File: config.mk
export PLATFORM = sky130hd
export DESIGN_NAME = rggen_register_host
export DESIGN_NICKNAME = d
export VERILOG_FILES = /design/src/rtl/rggen_register_host.sv
export SDC_FILE = /design/constraint.sdc
export NUM_CORES = 1
export LEC_CHECK = 0
export BUFFER_PORTS_ARGS = -buffer_cell sky130_fd_sc_hd__buf_2
export CELL_PAD_IN_SITES_DETAIL_PLACEMENT = 1
export CELL_PAD_IN_SITES_GLOBAL_PLACEMENT = 1
export CORE_ASPECT_RATIO = 1.25
export CORE_MARGIN = 5
export CORE_UTILIZATION = 36
export DETAILED_ROUTE_END_ITERATION = 12
export PLACE_DENSITY = 0.91
export SYNTH_ARGS = -nofsm -noshare
export SYNTH_HDL_FRONTEND = slang
export SYNTH_SLANG_ARGS = --single-unit
File: constraint.sdc
create_clock -name clk -period 1.5 [get_ports clk]
set_input_delay 0.3 -clock clk [delete_from_list [all_inputs] [get_ports clk]]
set_output_delay 0.3 -clock clk [all_outputs]
set_load 0.1 [all_outputs]
File: src/rtl/rggen_register_host.sv
// rggen_register_host: single-outstanding command-to-register bridge (IDLE -> ACCESS -> RESPOND).
// Define RGGEN_REGISTER_HOST_TIMEOUT_EN to abort stalled accesses after TIMEOUT_CYCLES with SLVERR.
module rggen_register_host #(
   parameter int ADDRESS_WIDTH  = 16,
   parameter int BUS_WIDTH      = 32,
   parameter int TIMEOUT_CYCLES = 64
) (
   input  logic                       clk,
   input  logic                       rst_n,
   input  logic                       i_cmd_valid,
   output logic                       o_cmd_ready,
   input  logic [ADDRESS_WIDTH-1:0]   i_cmd_address,
   input  logic                       i_cmd_write,
   input  logic [BUS_WIDTH-1:0]       i_cmd_write_data,
   input  logic [BUS_WIDTH/8-1:0]     i_cmd_strobe,
   output logic                       o_rsp_valid,
   input  logic                       i_rsp_ready,
   output logic [1:0]                 o_rsp_status,
   output logic [BUS_WIDTH-1:0]       o_rsp_read_data,
   output logic                       o_reg_valid,
   output logic [ADDRESS_WIDTH-1:0]   o_reg_address,
   output logic                       o_reg_write,
   output logic [BUS_WIDTH-1:0]       o_reg_write_data,
   output logic [BUS_WIDTH/8-1:0]     o_reg_strobe,
   input  logic                       i_reg_ready,
   input  logic [1:0]                 i_reg_status,
   input  logic [BUS_WIDTH-1:0]       i_reg_read_data
);
   localparam int         STROBE_WIDTH  = BUS_WIDTH / 8;
   localparam logic [1:0] STATUS_SLVERR = 2'b10;

   typedef enum logic [1:0] {
      IDLE    = 2'd0,
      ACCESS  = 2'd1,
      RESPOND = 2'd2
   } state_e;

   state_e                    r_state;
   state_e                    w_next_state;
   logic [ADDRESS_WIDTH-1:0]  r_address;
   logic                      r_write;
   logic [BUS_WIDTH-1:0]      r_write_data;
   logic [STROBE_WIDTH-1:0]   r_strobe;
   logic [1:0]                r_status;
   logic [BUS_WIDTH-1:0]      r_read_data;
   logic                      w_accept;
   logic                      w_complete;
   logic                      w_abort;
   logic                      w_timeout_hit;

   if (TIMEOUT_CYCLES < 1 || TIMEOUT_CYCLES > 65535) begin : g_bad_timeout
      $error("TIMEOUT_CYCLES must lie in 1..65535");
   end

`ifdef RGGEN_REGISTER_HOST_TIMEOUT_EN
   localparam logic [15:0] TIMEOUT_LAST = 16'(TIMEOUT_CYCLES - 1);
   logic [15:0] r_wait_count;

   // Counts stalled ACCESS cycles; the cycle that would bring it to TIMEOUT_CYCLES aborts.
   always_ff @(posedge clk or negedge rst_n) begin
      if (!rst_n) begin
         r_wait_count <= '0;
      end else if (w_accept) begin
         r_wait_count <= '0;
      end else if (r_state == ACCESS && !i_reg_ready) begin
         r_wait_count <= r_wait_count + 16'd1;
      end
   end

   assign w_timeout_hit = (r_wait_count == TIMEOUT_LAST);
`else
   assign w_timeout_hit = 1'b0;
`endif

   // NOTE: sequential state uses non-blocking assignments so every flop samples pre-edge values.
   always_ff @(posedge clk or negedge rst_n) begin
      if (!rst_n) begin
         r_state <= IDLE;
      end else begin
         r_state <= w_next_state;
      end
   end

   // NOTE: every output of this block gets a default first, so no path can infer a latch.
   always_comb begin
      w_next_state = r_state;
      w_accept     = 1'b0;
      w_complete   = 1'b0;
      w_abort      = 1'b0;
      o_cmd_ready  = 1'b0;
      o_reg_valid  = 1'b0;
      o_rsp_valid  = 1'b0;
      unique case (r_state)
         IDLE: begin
            o_cmd_ready = 1'b1;
            if (i_cmd_valid) begin
               w_accept     = 1'b1;
               w_next_state = ACCESS;
            end
         end
         ACCESS: begin
            o_reg_valid = 1'b1;
            if (i_reg_ready) begin
               w_complete   = 1'b1;
               w_next_state = RESPOND;
            end else if (w_timeout_hit) begin
               w_abort      = 1'b1;
               w_next_state = RESPOND;
            end
         end
         RESPOND: begin
            o_rsp_valid = 1'b1;
            if (i_rsp_ready) begin
               w_next_state = IDLE;
            end
         end
         default: w_next_state = IDLE;
      endcase
   end

   always_ff @(posedge clk or negedge rst_n) begin
      if (!rst_n) begin
         r_address    <= '0;
         r_write      <= 1'b0;
         r_write_data <= '0;
         r_strobe     <= '0;
         r_status     <= '0;
         r_read_data  <= '0;
      end else begin
         if (w_accept) begin
            r_address    <= i_cmd_address;
            r_write      <= i_cmd_write;
            r_write_data <= i_cmd_write_data;
            r_strobe     <= i_cmd_strobe;
         end
         if (w_complete) begin
            r_status    <= i_reg_status;
            r_read_data <= r_write ? '0 : i_reg_read_data;
         end else if (w_abort) begin
            r_status    <= STATUS_SLVERR;
            r_read_data <= '0;
         end
      end
   end

   assign o_reg_address    = r_address;
   assign o_reg_write      = r_write;
   assign o_reg_write_data = r_write_data;
   assign o_reg_strobe     = r_strobe;
   assign o_rsp_status     = r_status;
   assign o_rsp_read_data  = r_read_data;

endmodule

# After elaboration in Yosys (flattened, before gate mapping)
# Cells that the tools add are included.
dict set report totals {
  register_bits 89
  elab_cells 28
  out_inout_bits 90
}
dict set report op_classes {
  reduce_logical 2
  n_eq_ne 5
  muxes 14
}
# operator n
set ops {}
lappend ops {{$mux W32} 2}
lappend ops {{$mux W2} 4}
lappend ops {{$mux W1} 7}
lappend ops {{$ne A2 B2 Y1 const B} 3}
lappend ops {{$pmux W2 S3} 1}
lappend ops {{$reduce_and A3 Y1} 1}
lappend ops {{$eq A2 B1 Y1 const B} 1}
lappend ops {{$eq A2 B2 Y1 const B} 1}
lappend ops {{$logic_not A2 Y1} 1}

# Logic depth before layout (Yosys ltp)
dict set report logic_depth {
  ltp_word 3
  ltp_mapped 4
  mapped_depth_nobuf 2
}

# Worst setup path before layout
# Ideal clock, no wire load.
dict set report synth_path {
  kind {flip-flop to flip-flop}
  startpoint {register r_state[0]}
  endpoint {register r_state[1]}
  path_buffers 0
  required_time_ps 1431
  path_slack_ps -604
  stages_incl_launch_ff 3
  t_arrival_ps 2034
  cell_sequence {dfrtp_1 -> nor2b_1 -> a21o_1}
}
dict set report synth_via {
  elab_chain_cells 3
  word_cells_on_any_way 8
  cone_classes {eq/ne: 5; mux: 1; reduce/logical: 2}
}
# item line_no
set synth_lines {}
lappend synth_lines {{start: declaration} 38} ;# state_e r_state;
lappend synth_lines {{start signal: assignment} 80} ;# r_state <= w_next_state;
lappend synth_lines {{$eq A2 B1 Y1 (tied with other cells)} 93} ;# unique case (r_state)
lappend synth_lines {{$ne A2 B2 Y1 (no line)} -}
lappend synth_lines {{$reduce_and A3 Y1 (no line)} -}
# Several ways; a longest one is shown, not always the timed one.
# A chain may end at the register's enable or synchronous reset.

# Worst setup path in the final report
dict set report layout_path {
  startpoint {register r_state[0]}
  endpoint {output port o_reg_valid}
}
dict set report layout_via {
  elab_chain_cells 2
}
# item line_no
set layout_lines {}
lappend layout_lines {{$eq A2 B1 Y1} 93}
lappend layout_lines {{$mux W1} 93}
lappend layout_lines {{end: declaration} 20} ;# output logic o_reg_valid,
# Every way passes these cells.

==> parameters.txt <==
Parameter                              Value

Drt
  Total iterations of the first detailed-routing run ... 4
  Residual DRC ... 0
  Detailed router's first-iteration violation count ... 38
  Detailed-routed wire length on met3 ... 780 µm
  Detailed Route WL ... between 10 and 15 mm
  Routed length on met2 ... around 5.8 mm
  Detailed-routing wirelength on met1 ... ~4.1 mm
  Wirelength per Cell ... between 15 and 20 µm
  DR top layer ... met4
  Vias per std cell ... ~4.7
  Number of antenna-violating nets in the routed design ... 0
  Number of vias after detailed routing ... ~2,600

Worst setup path
  Arr. time, crit path ... 1260 ps
  Crit path buf inv count ... 2
  Cell with the biggest individual delay on the critical path ... sky130_fd_sc_hd__dfrtp_2
  Critical path start-end classification ... reg2out
  Critical Path Start Type ... register
  CP max stage delay ... ~450 ps
  Crit end category ... output port
  Critical path cell sequence ... buf_6 -> and2b_1 -> buf_12
  CP top delay family ... flip-flops
  Largest driver fanout on the critical path ... 4
  Slack of the worst reg-to-reg path ... 0 ps
  Required @ worst endpoint ... between 1000 and 1500 ps

STA
  Maximum clock skew at final layout ... roughly 4.9 ps
  Final hold violation count ... 0
  Transition time at the pin with the least slew margin ... ~510 ps
  Setup-violating endpoint count in the final report ... 2
  Achievable frequency ... approximately 640 MHz
  Minimum period implied by the final worst setup slack ... 1560 ps
  Minimum setup slack in the final design ... -59.99 ps
  Number of pins exceeding their max-slew limit in the final report ... 0
  Share of the clock period used by the worst path after layout ... 1.040
  Final-layout setup total negative slack ... -116.5 ps
  Unrepaired setup endpoints after global routing ... yes
  Tightest slew margin relative to the limit ... 0.6616

Clock tree
  Clock tree from TritonCTS ... built
  CTS buffer count ... 9
  Worst-case clock buffer depth ... 2
  Deepest level of the CTS H-tree ... 3
  Clock tree sinks ... 89
  Master cell of the clock root buffer ... sky130_fd_sc_hd__clkbuf_16
  Clock edge transition at the registers on the reported setup and hold paths ... approximately 60 ps
  Clock latency of the later-clocked register in the worst-skew pair ... 330 ps

GRT
  Vias in the first global route ... a little under 3,000
  Total GRT Usage ... 0.1513
  Grt ovf ... 0
  Initial antenna violation count ... 0
  Pin count of the biggest net entering global routing ... 44
  First-pass GRT wire length ... between 10 and 15 mm

Logic synthesis
  Number of cells produced by synthesis ... roughly 230
  Post-synth EDFFs ... 0
  Cell types occupying the most area after synthesis ... sky130_fd_sc_hd__dfrtp_1 (60%), sky130_fd_sc_hd__mux2_2 (18%), sky130_fd_sc_hd__mux2_4 (12%)
  Synthesized net count ... approximately 320
  Most used DFF post-synth ... sky130_fd_sc_hd__dfrtp_1
  Post-synthesis instance area ... between 0.003 and 0.004 mm²
  Area fraction of the dominant cell type after synthesis ... 0.5979
  Async S/R FF share, synth ... 1.000
  Count of distinct cell types in the synthesized netlist ... 16
  Number of storage elements in the synthesis netlist ... between 80 and 90
  Most frequently used cell type in the post-synthesis netlist ... sky130_fd_sc_hd__dfrtp_1
  Per-instance average area after synthesis ... roughly 16 µm²
  Share of the yosys chip area belonging to registers ... 0.5979
  Synthesis Warnings ... 0
  List of most frequent post-synthesis cells ... sky130_fd_sc_hd__dfrtp_1 (89), sky130_fd_sc_hd__mux2_2 (58), sky130_fd_sc_hd__nor2b_1 (33), sky130_fd_sc_hd__mux2_4 (29), sky130_fd_sc_hd__buf_6 (6)
  Cell type with the largest total area after synthesis ... sky130_fd_sc_hd__dfrtp_1

Placed design
  Routability cong. ... between 0.7 and 0.8
  Port bufs ... between 150 and 200
  Total half-perimeter wirelength after legalization and detailed placement ... 7.255 mm
  Placed instance area ... 0.004873 mm²

Floorplanning
  I/O pin count ... 182
  Vertical die dimension ... between 100 and 150 µm
  Starting density of the core ... 0.3686
  Area enclosed by the die boundary ... around 0.012 mm²
  Cell Rows ... 41
  Std-Cell Core Area ... 0.01011 mm²
  Die outline width ... 101.0 µm

Final layout
  Fraction of the core area covered by cells at the end of the flow ... 0.5561
  Cell area after layout ... 0.005620 mm²
  Layout-stage area growth over the synthesis result ... 50.89%
  Layout cell share with drive strength beyond 1 ... 0.7097
  Number of fill cells ... 1,056
  # diodes ... 0
  Number of nets in the final layout ... 521

Outcome
  Result of the run ... finished, violations left
  Violated checks ... setup timing

Job
  Max_cap viols ... 0

Worst hold path
  Class of the tightest hold or removal check ... in2reg
worst paths after layout:
kind | to | cells after the start | start
max | o_reg_valid | 3 | r_state[0]
min | o_reg_address[1] | 2 | i_cmd_address[1]
max reg2reg | o_reg_write_data[23] | 4 | r_state[0]
min reg2reg | o_rsp_read_data[18] | 1 | o_rsp_read_data[18]
max in group asynchronous | o_reg_address[10] | 3 | rst_n
min in group asynchronous | o_reg_write_data[9] | 2 | rst_n
layout by cell type (no fill, tap or decap), drive strengths merged:
| cell type | count |
|---|---|
| a21oi | 1 |
| buf | 195 |
| bufinv | 3 |
| clkinvlp | 1 |
| and3b | 1 |
| dfrtp | 89 |
| nor3b | 1 |
| a21o | 1 |
| clkbuf | 15 |
| clkinv | 1 |
| inv | 1 |
| mux2 | 87 |
| nor2b | 33 |
| nor2 | 1 |
| nand2b | 2 |
| and2b | 1 |
| dlygate4sd3 | 1 |
layout make-up:
type / count / area (µm²) / share of cell area
Sequential cell: 89 / 2231 / 0.3969
Multi-Input combinational cell: 128 / 1574 / 0.2801
Timing Repair Buffer: 200 / 1305 / 0.2322
Clock buffer: 11 / 242.7 / 0.04319
Tap cell: 129 / 161.4 / 0.02872
Clock inverter: 5 / 102.6 / 0.01825
Inverter: 1 / 3.754 / 0.0006679
through the flow:
stage	cells	hold slack (ps)	setup WS, ps
2_1_floorplan	231	4.409	-16.55
3_3_place_gp	537	210.9	-14.87
3_5_place_dp	537	218.9	-73.06
4_1_cts	557	180.7	-83.64
5_1_grt	563	185.1	-109.8
6_report	563	199.7	-59.99
sequential cells by signal, indices dropped and copies added (netlist names):
name / cells
o_reg_strobe: 4
o_reg_write: 1
r_state: 2
o_reg_address: 16
o_rsp_status: 2
o_rsp_read_data: 32
o_reg_write_data: 32
what timing repair did:
| action | in CTS | in global routing |
|---|---|---|
| endpoints found under the hold margin | 20 | 0 |
| hold buffers | 1 | 0 |
| gates cloned | 1 | 6 |
| pin swaps | 1 | 0 |
| buffers inserted | 2 | 0 |
| resized for setup | 5 | 57 |
| setup endpoints to repair | 56 | 56 |
routing by layer:
| metal | vias up | GRT usage |
|---|---|---|
| met5 | - | 0 |
| met4 | 0 | 0.06733 |
| met3 | 14 | 0.04202 |
| met2 | 117 | 0.2747 |
| met1 | 1313 | 0.1626 |
| li1 | 1188 | - |
cell families (layout without fill, tap and decap cells):
group                  Yosys count  count (layout)  synth area share
flip-flops                      89              89            0.5979
AND/OR/NAND/NOR                 39              39           0.06617
buffers and inverters           14             217           0.04031
multiplexers                    87              87            0.2922
AO/OA/AOI/OAI                    2               2          0.003359
Power is left out: the tool's default activity adds up to more than one toggle a clock period on the data nets, which glitch-free logic cannot reach.
